### src/rtl/alu_share_pkg.sv
// Shared types and helpers for the ALU sharing controller.
package alu_share_pkg;

    typedef enum logic [1:0] {IDLE, ISSUE, RESP} share_state_t;

    localparam int unsigned MAX_NREQ  = 8;
    localparam int unsigned MAX_IDX_W = 3;

    function automatic logic [MAX_NREQ-1:0] onehot(input logic [MAX_IDX_W-1:0] idx);
        logic [MAX_NREQ-1:0] v;
        v      = '0;
        v[idx] = 1'b1;
        return v;
    endfunction

endpackage

### src/rtl/alu_share_ctrl_rr_arbiter.sv
// Combinational round-robin arbiter: search starts just after the last winner and wraps.
module rr_arbiter #(
    parameter int unsigned NREQ = 2,
    parameter int unsigned IW   = (NREQ > 1) ? $clog2(NREQ) : 1
) (
    input  logic [NREQ-1:0] req,
    input  logic [IW-1:0]   last,
    output logic            valid,
    output logic [IW-1:0]   winner
);

    int unsigned idx;

    always_comb begin
        valid  = 1'b0;
        winner = '0;
        idx    = 0;
        for (int unsigned k = 1; k <= NREQ; k++) begin
            idx = (32'(last) + k) % NREQ;
            if (!valid && req[idx[IW-1:0]]) begin
                valid  = 1'b1;
                winner = idx[IW-1:0];
            end
        end
    end

endmodule

### src/rtl/alu_share_ctrl.sv
// Round-robin controller sharing one picoMIPS ALU between NREQ requesters.
// Optional macro ALU_SHARE_B2B_EN: RESP also arbitrates for back-to-back issue.
module alu_share_ctrl
    import alu_share_pkg::*;
#(
    parameter int unsigned n    = 8,
    parameter int unsigned NREQ = 2
) (
    input  logic              clk,
    input  logic              Reset,
    input  logic [NREQ-1:0]   req,
    input  logic [NREQ-1:0]   req_mul,
    input  logic [NREQ*n-1:0] req_a,
    input  logic [NREQ*n-1:0] req_b,
    output logic [NREQ-1:0]   gnt,
    output logic [NREQ-1:0]   done,
    output logic [n-1:0]      rsp_data,
    output logic              busy,
    output logic [n-1:0]      DataA,
    output logic [n-1:0]      DataB,
    output logic              WriteEn,
    output logic              UseMul,
    input  logic [n-1:0]      alu_result
);

    localparam int unsigned IW = (NREQ > 1) ? $clog2(NREQ) : 1;

    share_state_t state_q, state_d;
    logic [n-1:0]  op_a_q, op_b_q;
    logic          mul_q;
    logic [IW-1:0] own_q, last_q;

    logic          arb_valid, load;
    logic [IW-1:0] win;
    logic [n-1:0]  win_a, win_b;
    logic          win_mul;
    logic [MAX_NREQ-1:0] win_oh, own_oh;

    rr_arbiter #(.NREQ(NREQ), .IW(IW)) u_arb (
        .req    (req),
        .last   (last_q),
        .valid  (arb_valid),
        .winner (win)
    );

    assign win_oh = onehot(MAX_IDX_W'(win));
    assign own_oh = onehot(MAX_IDX_W'(own_q));

    always_comb begin
        win_a   = '0;
        win_b   = '0;
        win_mul = 1'b0;
        for (int unsigned i = 0; i < NREQ; i++) begin
            if (win == IW'(i)) begin
                win_a   = req_a[i*n +: n];
                win_b   = req_b[i*n +: n];
                win_mul = req_mul[i];
            end
        end
    end

    always_comb begin
        state_d  = state_q;
        load     = 1'b0;
        done     = '0;
        rsp_data = '0;
        WriteEn  = 1'b0;
        busy     = 1'b0;
        case (state_q)
            IDLE: begin
                if (arb_valid) begin
                    load    = 1'b1;
                    state_d = ISSUE;
                end
            end
            ISSUE: begin
                WriteEn = 1'b1;
                busy    = 1'b1;
                state_d = RESP;
            end
            RESP: begin
                busy     = 1'b1;
                done     = own_oh[NREQ-1:0];
                rsp_data = alu_result;
                state_d  = IDLE;
`ifdef ALU_SHARE_B2B_EN
                // Overlap the next grant with this done; result already captured by the ALU.
                if (arb_valid) begin
                    load    = 1'b1;
                    state_d = ISSUE;
                end
`endif
            end
            default: state_d = IDLE;
        endcase
        gnt = load ? win_oh[NREQ-1:0] : '0;
    end

    always_ff @(posedge clk) begin
        if (Reset) begin
            state_q <= IDLE;
            op_a_q  <= '0;
            op_b_q  <= '0;
            mul_q   <= 1'b0;
            own_q   <= '0;
            last_q  <= IW'(NREQ - 1);
        end else begin
            state_q <= state_d;
            if (load) begin
                op_a_q <= win_a;
                op_b_q <= win_b;
                mul_q  <= win_mul;
                own_q  <= win;
                last_q <= win;
            end
        end
    end

    assign DataA  = op_a_q;
    assign DataB  = op_b_q;
    assign UseMul = mul_q;

endmodule

### config.mk
export PLATFORM = sky130hd
export DESIGN_NAME = alu_share_ctrl
export DESIGN_NICKNAME = d
export VERILOG_FILES = /design/src/rtl/alu_share_pkg.sv /design/src/rtl/alu_share_ctrl_rr_arbiter.sv /design/src/rtl/alu_share_ctrl.sv
export SDC_FILE = /design/constraint.sdc
export NUM_CORES = 1
export LEC_CHECK = 0
export BUFFER_PORTS_ARGS = -buffer_cell sky130_fd_sc_hd__buf_2
export CAP_MARGIN = 20
export CORE_ASPECT_RATIO = 0.8
export CORE_MARGIN = 2
export CORE_UTILIZATION = 42
export DETAILED_ROUTE_END_ITERATION = 7
export PLACE_DENSITY_LB_ADDON = 0.25
export SYNTH_ARGS = -nofsm -noshare
export SYNTH_HDL_FRONTEND = slang
export SYNTH_SLANG_ARGS = --single-unit
### constraint.sdc
create_clock -name clk -period 2.5 [get_ports clk]
set_input_delay 0.125 -clock clk [delete_from_list [all_inputs] [get_ports clk]]
set_output_delay 0.125 -clock clk [all_outputs]
set_load 0.05 [all_outputs]
Word level (Yosys, flattened, before mapping) --
Index checks and enable logic that the tools add are counted. Widths: inputs -> output; s select.
Word-level totals: input port bits 46, register bits 21
Cells by class: $lt $le $gt $ge 6, muxes and demuxes 24, equality and inequality tests 3, add/sub/neg operators 2, reductions and logical operators 6
Operators by type and width (number):
- $mux 8 | 3
- $mux 1 | 15
- $lt 1x4->1 const B | 2
- $mux 2 | 3
- $lt 1x2->1 const B | 2
- $pmux 2 s2 | 1
- $logic_and 1x1->1 | 3
- $add 1x1->1 const B | 2
- $demux 1 s1 | 2
- $eq 2x1->1 const B | 1
- $eq 2x2->1 const B | 1
- $ge 1x1->1 const B | 2
- $logic_not 2->1 | 1
- $ne 2x2->1 const B | 1
- $reduce_or 2->1 | 1
- $logic_not 1->1 | 1

Depth between registers and ports, before layout --
Gate-level depths: netlist of the first run.
word-level depth 12, gate-level depth with buffers 7, depth with buffers taken out 5

Cells and area by module --
A second synthesis of the first run with hierarchy kept.
Second synthesis, totals: cell total of the unflattened synthesis 112, area total of the unflattened synthesis 1162.4 um^2
By module, submodules not included:
- alu_share_ctrl | cells each 110, area an instance 1148.6 um^2, times used 1
- rr_arbiter | cells each 2, area an instance 13.8 um^2, times used 1

Worst setup path after synthesis of the first run --
OpenSTA, ideal clock, no wires.
path type flip-flop to output port, start register state_q[0], end output gnt[0], arrival 1.474 ns, slack 0.901 ns, stages on the path, launching flop included 5, path buffers 0, path through dfxtp_1 -> inv_1 -> ha_1 -> nand2_2 -> a21oi_1
On the way: word-level cells in the longest chain between the ends 3
RTL lines:
- from (decl) | line alu_share_ctrl.sv:28 | share_state_t state_q, state_d;
- from (signal assigned) | line alu_share_ctrl.sv:108 | state_q <= state_d;
- $logic_not 2->1 | line alu_share_ctrl.sv:69 | case (state_q)
- $mux 1 | line alu_share_ctrl.sv:69
- $mux 2 | line alu_share_ctrl.sv:96 | gnt = load ? win_oh[NREQ-1:0] : '0;
- to (decl) | line alu_share_ctrl.sv:15 | output logic [NREQ-1:0] gnt,
No other way between the ends.

Final worst setup path of the first run --
start register state_q[1], end register op_a_q[3], in the netlist DataA[3]
On the way: word-level cells in the longest chain between the ends 2
RTL lines:
- $logic_not 2->1 | line alu_share_ctrl.sv:69
- $mux 1 | line alu_share_ctrl.sv:69
- to (signal assigned) | line alu_share_ctrl.sv:110 | op_a_q <= win_a;
- to (decl) | line alu_share_ctrl.sv:29 | logic [n-1:0] op_a_q, op_b_q;
No other way between the ends. A chain may end at the register's enable or synchronous reset.

==> results of run 1 <==
==> per-layer routing <==
metal  track usage  routed length, µm
met4        0.0682                  0
met3        0.0568                258
met2         0.313               1250
met1         0.219               1130
met5             0                  0
==> flip-flops by register name, summed over array words and instances (netlist names) <==
signal	count
state_q	2
DataA	8
DataB	8
own_q	1
UseMul	1
last_q	1
==> logic make-up (layout without fill, tap and decap cells) <==
group,count (synthesis),count (layout)
buf+inv,11,85
flops,21,21
mux,2,2
fa+ha+maj,4,4
simple gates,37,37
compound gates,22,22
==> critical path, delay by kind of cell, from the launching register on <==
kind,cells,cell delay (ps)
flops,1,360
fa+ha+maj,1,250
buf+inv,1,110
simple gates,2,760
compound gates,1,270
==> layout make-up <==
class	instances	area [µm²]	area share
Multi-Input combinational cell	65	534	0.376
Timing Repair Buffer	77	394	0.277
Inverter	4	15.0	0.0106
Tap cell	25	31.3	0.0220
Clock inverter	1	5.00	0.00352
Sequential cell	21	420	0.296
Clock buffer	3	22.5	0.0158
==> where the power goes <==
group | total [mW] | internal [mW] | switching, mW | leakage (nW)
registers | 0.400 | 0.377 | 0.0228 | 0.173
clock network | 0.163 | 0.0597 | 0.103 | 0.0177
logic | 0.420 | 0.127 | 0.293 | 0.544
total | 0.982 | 0.564 | 0.418 | 0.735
==> worst max-delay path by stage <==
stage | startpoint | end | slack [ps] | cells after the start
4_1_cts | state_q[0]$_SDFFE_PP0P_ | DataA[3]$_SDFFE_PP0P_ | 460 | 5
3_5_place_dp | state_q[0]$_SDFFE_PP0P_ | DataB[7]$_SDFFE_PP0P_ | 480 | 5
5_1_grt | state_q[1]$_SDFFE_PP0P_ | DataA[3]$_SDFFE_PP0P_ | 580 | 5
2_1_floorplan | state_q[0]$_SDFFE_PP0P_ | gnt[0] | 900 | 4
6_report | state_q[1]$_SDFFE_PP0P_ | DataA[3]$_SDFFE_PP0P_ | 700 | 5
3_3_place_gp | state_q[0]$_SDFFE_PP0P_ | UseMul$_SDFFE_PP0P_ | 590 | 5
==> stage by stage <==
| step | total power [mW] | worst slack [ps] | std cells | instance area (µm²) | hold slack (ps) |
|---|---|---|---|---|---|
| floorplan | 0.725 | 901 | 97 | 1020 | 263 |
| global placement | 0.814 | 594 | 191 | 1380 | 349 |
| detailed placement | 0.825 | 485 | 191 | 1380 | 352 |
| CTS | 0.986 | 460 | 195 | 1410 | 18.1 |
| global route | 1.03 | 581 | 196 | 1420 | 5.25 |
| finish | 0.982 | 700 | 196 | 1420 | 29.1 |
==> placed cells by master (no fill, tap or decap), types with 2 or more instances in the layout <==
cell type	instances
dfxtp_1	21
a221o_1	17
mux2i_1	2
clkbuf_4	3
buf_2	76
nor2_1	3
nor3b_1	17
ha_1	4
a21oi_1	2
inv_1	4
and2_1	9
nand2_1	3
==> flow_summary.yaml, run 1 <==
hold_path:
  worstHoldPathType: "input port to flip-flop"
  hold-path-endpoint: "DataB[1]$_SDFFE_PP0P_"
  worstHoldPathCells: 2
  hp-start: "req_b[1]"
timing:
  post-route-period-util: 0.720
  period_minus_slack_ps: 1800
  clock.fmax_mhz: 556
  setup_viol: 0
  rsz0062_at_grt: "false"
  hold_viol_final: 0
  worst_slew_pin_slew_ps: 730
  slew_headroom: 0.513
  fin_skew_ps: 7.53
  tns_ps: 0
  finalMaxSlewViolations: 0
clock_network:
  tritoncts: "yes"
  clk_pin_slew_ps: 120
  htreeDepth: 1
  clk_latency_ps: 310
  cts_hold_buf: 0
  cts_buffers: 3
  post_cts_buffers: 0
  cts_buffer_depth: 2
  cts_resized: 0
  cts.sinks: 21
  cts_root_buf: "clkbuf_4"
logic_synthesis:
  synth-compound-area-share: 0.206
  ys_types: 22
  synth_top_cell_by_area: "dfxtp_1"
  synth_mux_area_frac: 0.0197
  synth_top_family_by_area: "simple AND/OR/NAND/NOR gates"
  synthArstFlopShare: 0
  synth_edf_count: 0
  synthFlopType: "dfxtp_1"
  synth_commonest_cells: "dfxtp_1 (21), a221o_1 (17), nor3b_1 (17)"
  avgSynthCellArea_um2: 10.5
  synth_top_area_frac: 0.414
  synth_cells: 97
  synth_xor_area_frac: 0
  synth_fa_ha_area_frac: 0.0493
  ys_seq_area_frac: 0.414
  synth.most_common_cell: "dfxtp_1"
  yosys_warnings: 0
  syn_nets: 147
  synthSimpleGateAreaFrac: 0.251
  synth-seq-cells: 21
  synth_top_cells_by_area: "dfxtp_1 (41%), a221o_1 (17%), nor3b_1 (13%)"
  synth_area_um2: 1020
drt:
  via_per_inst: 5.30
  ant_nets: 0
  drc: 6
  drt-initial-drc-count: 37
  drt_wl_total_mm: 2.63
  firstDrtPassIters: 6
  wl_per_cell_um: 13.4
  vias: 1039
setup_path:
  critPathCaptureType: "flip-flop"
  worst-r2r-setup-slack_ps: 700
  crit_fanout: 17
  r2r_cells: 5
  slowest_delay_ps: 630
  critPathRequiredTime_ps: 2750
  worstSetupStartpointType: "flip-flop"
  worstPathArrival_ps: 2050
  worst_path_max_delay_cell: "nor3b_4"
  reg2reg_from: "state_q[1]$_SDFFE_PP0P_"
  r2r_end: "DataA[3]$_SDFFE_PP0P_"
  path_class: "flip-flop to flip-flop"
  crit_path_cell_trace: "inv_1, ha_1, nand2_1, nor3b_4, a221o_1"
power:
  p_leak_nw: 0.735
  power_density_nw_per_um2: 690
  ir_drop_mv: 0.325
die:
  rows: 15
  chipWidth_um: 59.0
  core_um2: 2210
  die_h_um: 48.0
  start_util: 0.459
  dieArea_um2: 2830
  io_pins: 77
place:
  io_buffers: 76
  routabilityCongestion: 0.707
  dpl.hpwl_mm: 1.97
grt:
  grt_pass1_wl_mm: 3.70
  grt_pass1_vias: 803
  overflow: 0
  antenna_found_initial: 0
  track_usage: 0.182
  grt_max_degree: 24
finish:
  fin_util: 0.642
  fillers: 193
  diodes: 0
  area_delta_synth_final_pct: 40.0
  num-nets-final: 222
  drive_gt1_frac: 0.497
run_status:
  violations: "design-rule violations"
  outcome: "finished, violations left"
job:
  maxCapViolCount: 0
Note: power is estimated with default switching activity, not from simulation.
==> inputs of run 2 (changes only) <==
ABC_AREA = 1   (was not set)
CORE_UTILIZATION = 38   (was 42)
clock period = 1.56 ns   (was 2.5 ns; I/O delays follow)
==> flow_summary.yaml, run 2 <==
run_status:
  outcome: "complete, no violations"
setup_path:
  crit_path_cell_trace: "inv_1, ha_1, o21ai_2, nor2_2, clkbuf_4"
  slowest_delay_ps: 330
  worst_path_max_delay_cell: "dfxtp_1"
  worstPathArrival_ps: 1350
  r2r_cells: 6
  crit_start: "state_q[0]$_SDFFE_PP0P_"
  critPathRequiredTime_ps: 1480
  reg2reg_from: "state_q[0]$_SDFFE_PP0P_"
  worstSetupStartpointType: "flip-flop"
  critPathCaptureType: "output port"
  path_class: "flip-flop to output port"
  r2r_end: "DataA[2]$_SDFFE_PP0P_"
  worst-r2r-setup-slack_ps: 280
  cp-endpoint: "gnt[0]"
  crit_fanout: 4
logic_synthesis:
  synth_top_cell_by_area: "dfxtp_1"
  ys_seq_area_frac: 0.345
  synth_top_area_frac: 0.345
  ys_types: 19
  synthArstFlopShare: 0
  synth_area_um2: 1220
  yosys_warnings: 0
  synth_top_cells_by_area: "dfxtp_1 (35%), nand2_1 (23%), nand3_1 (7.4%)"
  syn_nets: 231
  synth_edf_count: 0
  synth.most_common_cell: "nand2_1"
  synthFlopType: "dfxtp_1"
  synth_commonest_cells: "nand2_1 (76), dfxtp_1 (21), nand3_1 (18)"
  avgSynthCellArea_um2: 6.73
  synth-seq-cells: 21
  synth_cells: 181
die:
  chipWidth_um: 67.3
  dieArea_um2: 3680
  start_util: 0.397
  rows: 18
  die_h_um: 54.6
  core_um2: 3060
  io_pins: 77
grt:
  grt_pass1_wl_mm: 4.84
  grt_pass1_vias: 1159
  met1_usage: 0.222
  antenna_found_initial: 0
  track_usage: 0.178
  grt-busiest-layer: "met2"
  overflow: 0
  grt_use_met2: 0.290
  met3_usage: 0.0535
  grt_max_degree: 19
finish:
  fillers: 329
  area_delta_synth_final_pct: 37.7
  diodes: 0
  final_common_cell: "nand2_1"
  fin_util: 0.547
  num-nets-final: 308
  layout_common_cells: "nand2_1 (76), buf_2 (73), dfxtp_1 (21)"
  stdcell_count: 297
  drive_gt1_frac: 0.412
clock_network:
  clk_latency_ps: 260
  cts_hold_buf: 0
  tritoncts: "yes"
  clk_pin_slew_ps: 70
  cts_buffer_depth: 2
  cts_buffers: 3
  htreeDepth: 1
  cts_root_buf: "clkbuf_8"
  cts.sinks: 21
drt:
  via_per_inst: 4.51
  ant_nets: 0
  wl_per_cell_um: 10.5
  firstDrtPassIters: 4
  drt_wl_total_mm: 3.11
  drc: 0
  vias: 1340
  drt-initial-drc-count: 70
timing:
  finalMaxSlewViolations: 0
  post-route-period-util: 0.916
  clock.fmax_mhz: 700
  worst_hold_slack_ps: 79.3
  slew_headroom: 0.821
  tns_ps: 0
  worst_slew_pin_slew_ps: 268
  setup_viol: 0
  hold_viol_final: 0
  fin_ws_ps: 131
  period_minus_slack_ps: 1430
  rsz0062_at_grt: "false"
  fin_skew_ps: 2.10
place:
  pre_cts_ws_ps: 304
  dpl.hpwl_mm: 2.42
  dp.cells: 291
  io_buffers: 76
  routabilityCongestion: 0.754
job:
  maxCapViolCount: 0
power:
  power_density_nw_per_um2: 1060
  ir_drop_mv: 0.598
  p_leak_nw: 0.980
hold_path:
  worstHoldPathType: "input port to flip-flop"
[run 2: cell types whose count changed after synthesis, moves of 4 or more]
| cell | change |
|---|---|
| a21oi_2 | +9 |
| a21oi_1 | +7 |
| nand2_1 | +73 |
| inv_1 | +12 |
| nand2_2 | +4 |
| nor2_1 | +4 |
| nor3b_1 | -17 |
| and2_1 | -9 |
| a221o_1 | -17 |
| nand3_1 | +17 |
[run 2: worst min-delay path by stage]
stage / from / to / slack, ps / cells past startpoint
floorplan: req_b[3] / DataB[3]$_SDFFE_PP0P_ / 300 / 4
global placement: Reset / last_q$_SDFFE_PP1P_ / 360 / 3
detailed placement: Reset / last_q$_SDFFE_PP1P_ / 360 / 3
CTS: Reset / last_q$_SDFFE_PP1P_ / 80 / 3
global route: Reset / last_q$_SDFFE_PP1P_ / 90 / 3
finish: Reset / last_q$_SDFFE_PP1P_ / 80 / 3
[run 2: cells by family after synthesis]
logic type / Yosys count / synth area share
flops: 21 / 0.345
fa+ha+maj: 4 / 0.0411
compound gates: 21 / 0.117
buf+inv: 27 / 0.115
simple gates: 108 / 0.381
[run 2: metal layers]
layer,part of all wire,up-vias
li1,-,715
met1,0.45,582
met2,0.46,39
met3,0.069,4
met4,0.013,0
met5,0,-
[run 2: what timing repair did]
item                                    4_1_cts  5_1_grt
hold endpoints to repair                      0        0
buffers inserted                              0        2
endpoints found under the setup margin        0       12
gates resized for setup                       0        4
[run 2: power by group]
| group | internal [mW] | switching, mW | total, mW | leakage, nW |
|---|---|---|---|---|
| registers | 0.598 | 0.0342 | 0.632 | 0.173 |
| logic | 0.226 | 0.557 | 0.782 | 0.784 |
| clock network | 0.182 | 0.173 | 0.355 | 0.0228 |
[run 2: final cells by class]
cell class                      instances  area (µm²)  share of cell area
Clock buffer                            4        45.0              0.0269
Sequential cell                        21         420               0.251
Inverter                               17        63.8              0.0381
Tap cell                               40        50.0              0.0299
Timing Repair Buffer                   82         433               0.258
Multi-Input combinational cell        133         664               0.396
[run 2: metrics by stage]
stage | power (mW) | instance area, µm²
floorplan | 1.24 | 1220
global placement | 1.41 | 1610
detailed placement | 1.42 | 1610
CTS | 1.77 | 1650
global route | 1.88 | 1680
finish | 1.77 | 1680
[run 2: critical path, delay by kind of cell, from the launching register on]
kind	cells	cell delay (ps)
compound gates	1	100
fa+ha+maj	1	210
buf+inv	2	340
flops	1	330
simple gates	1	110
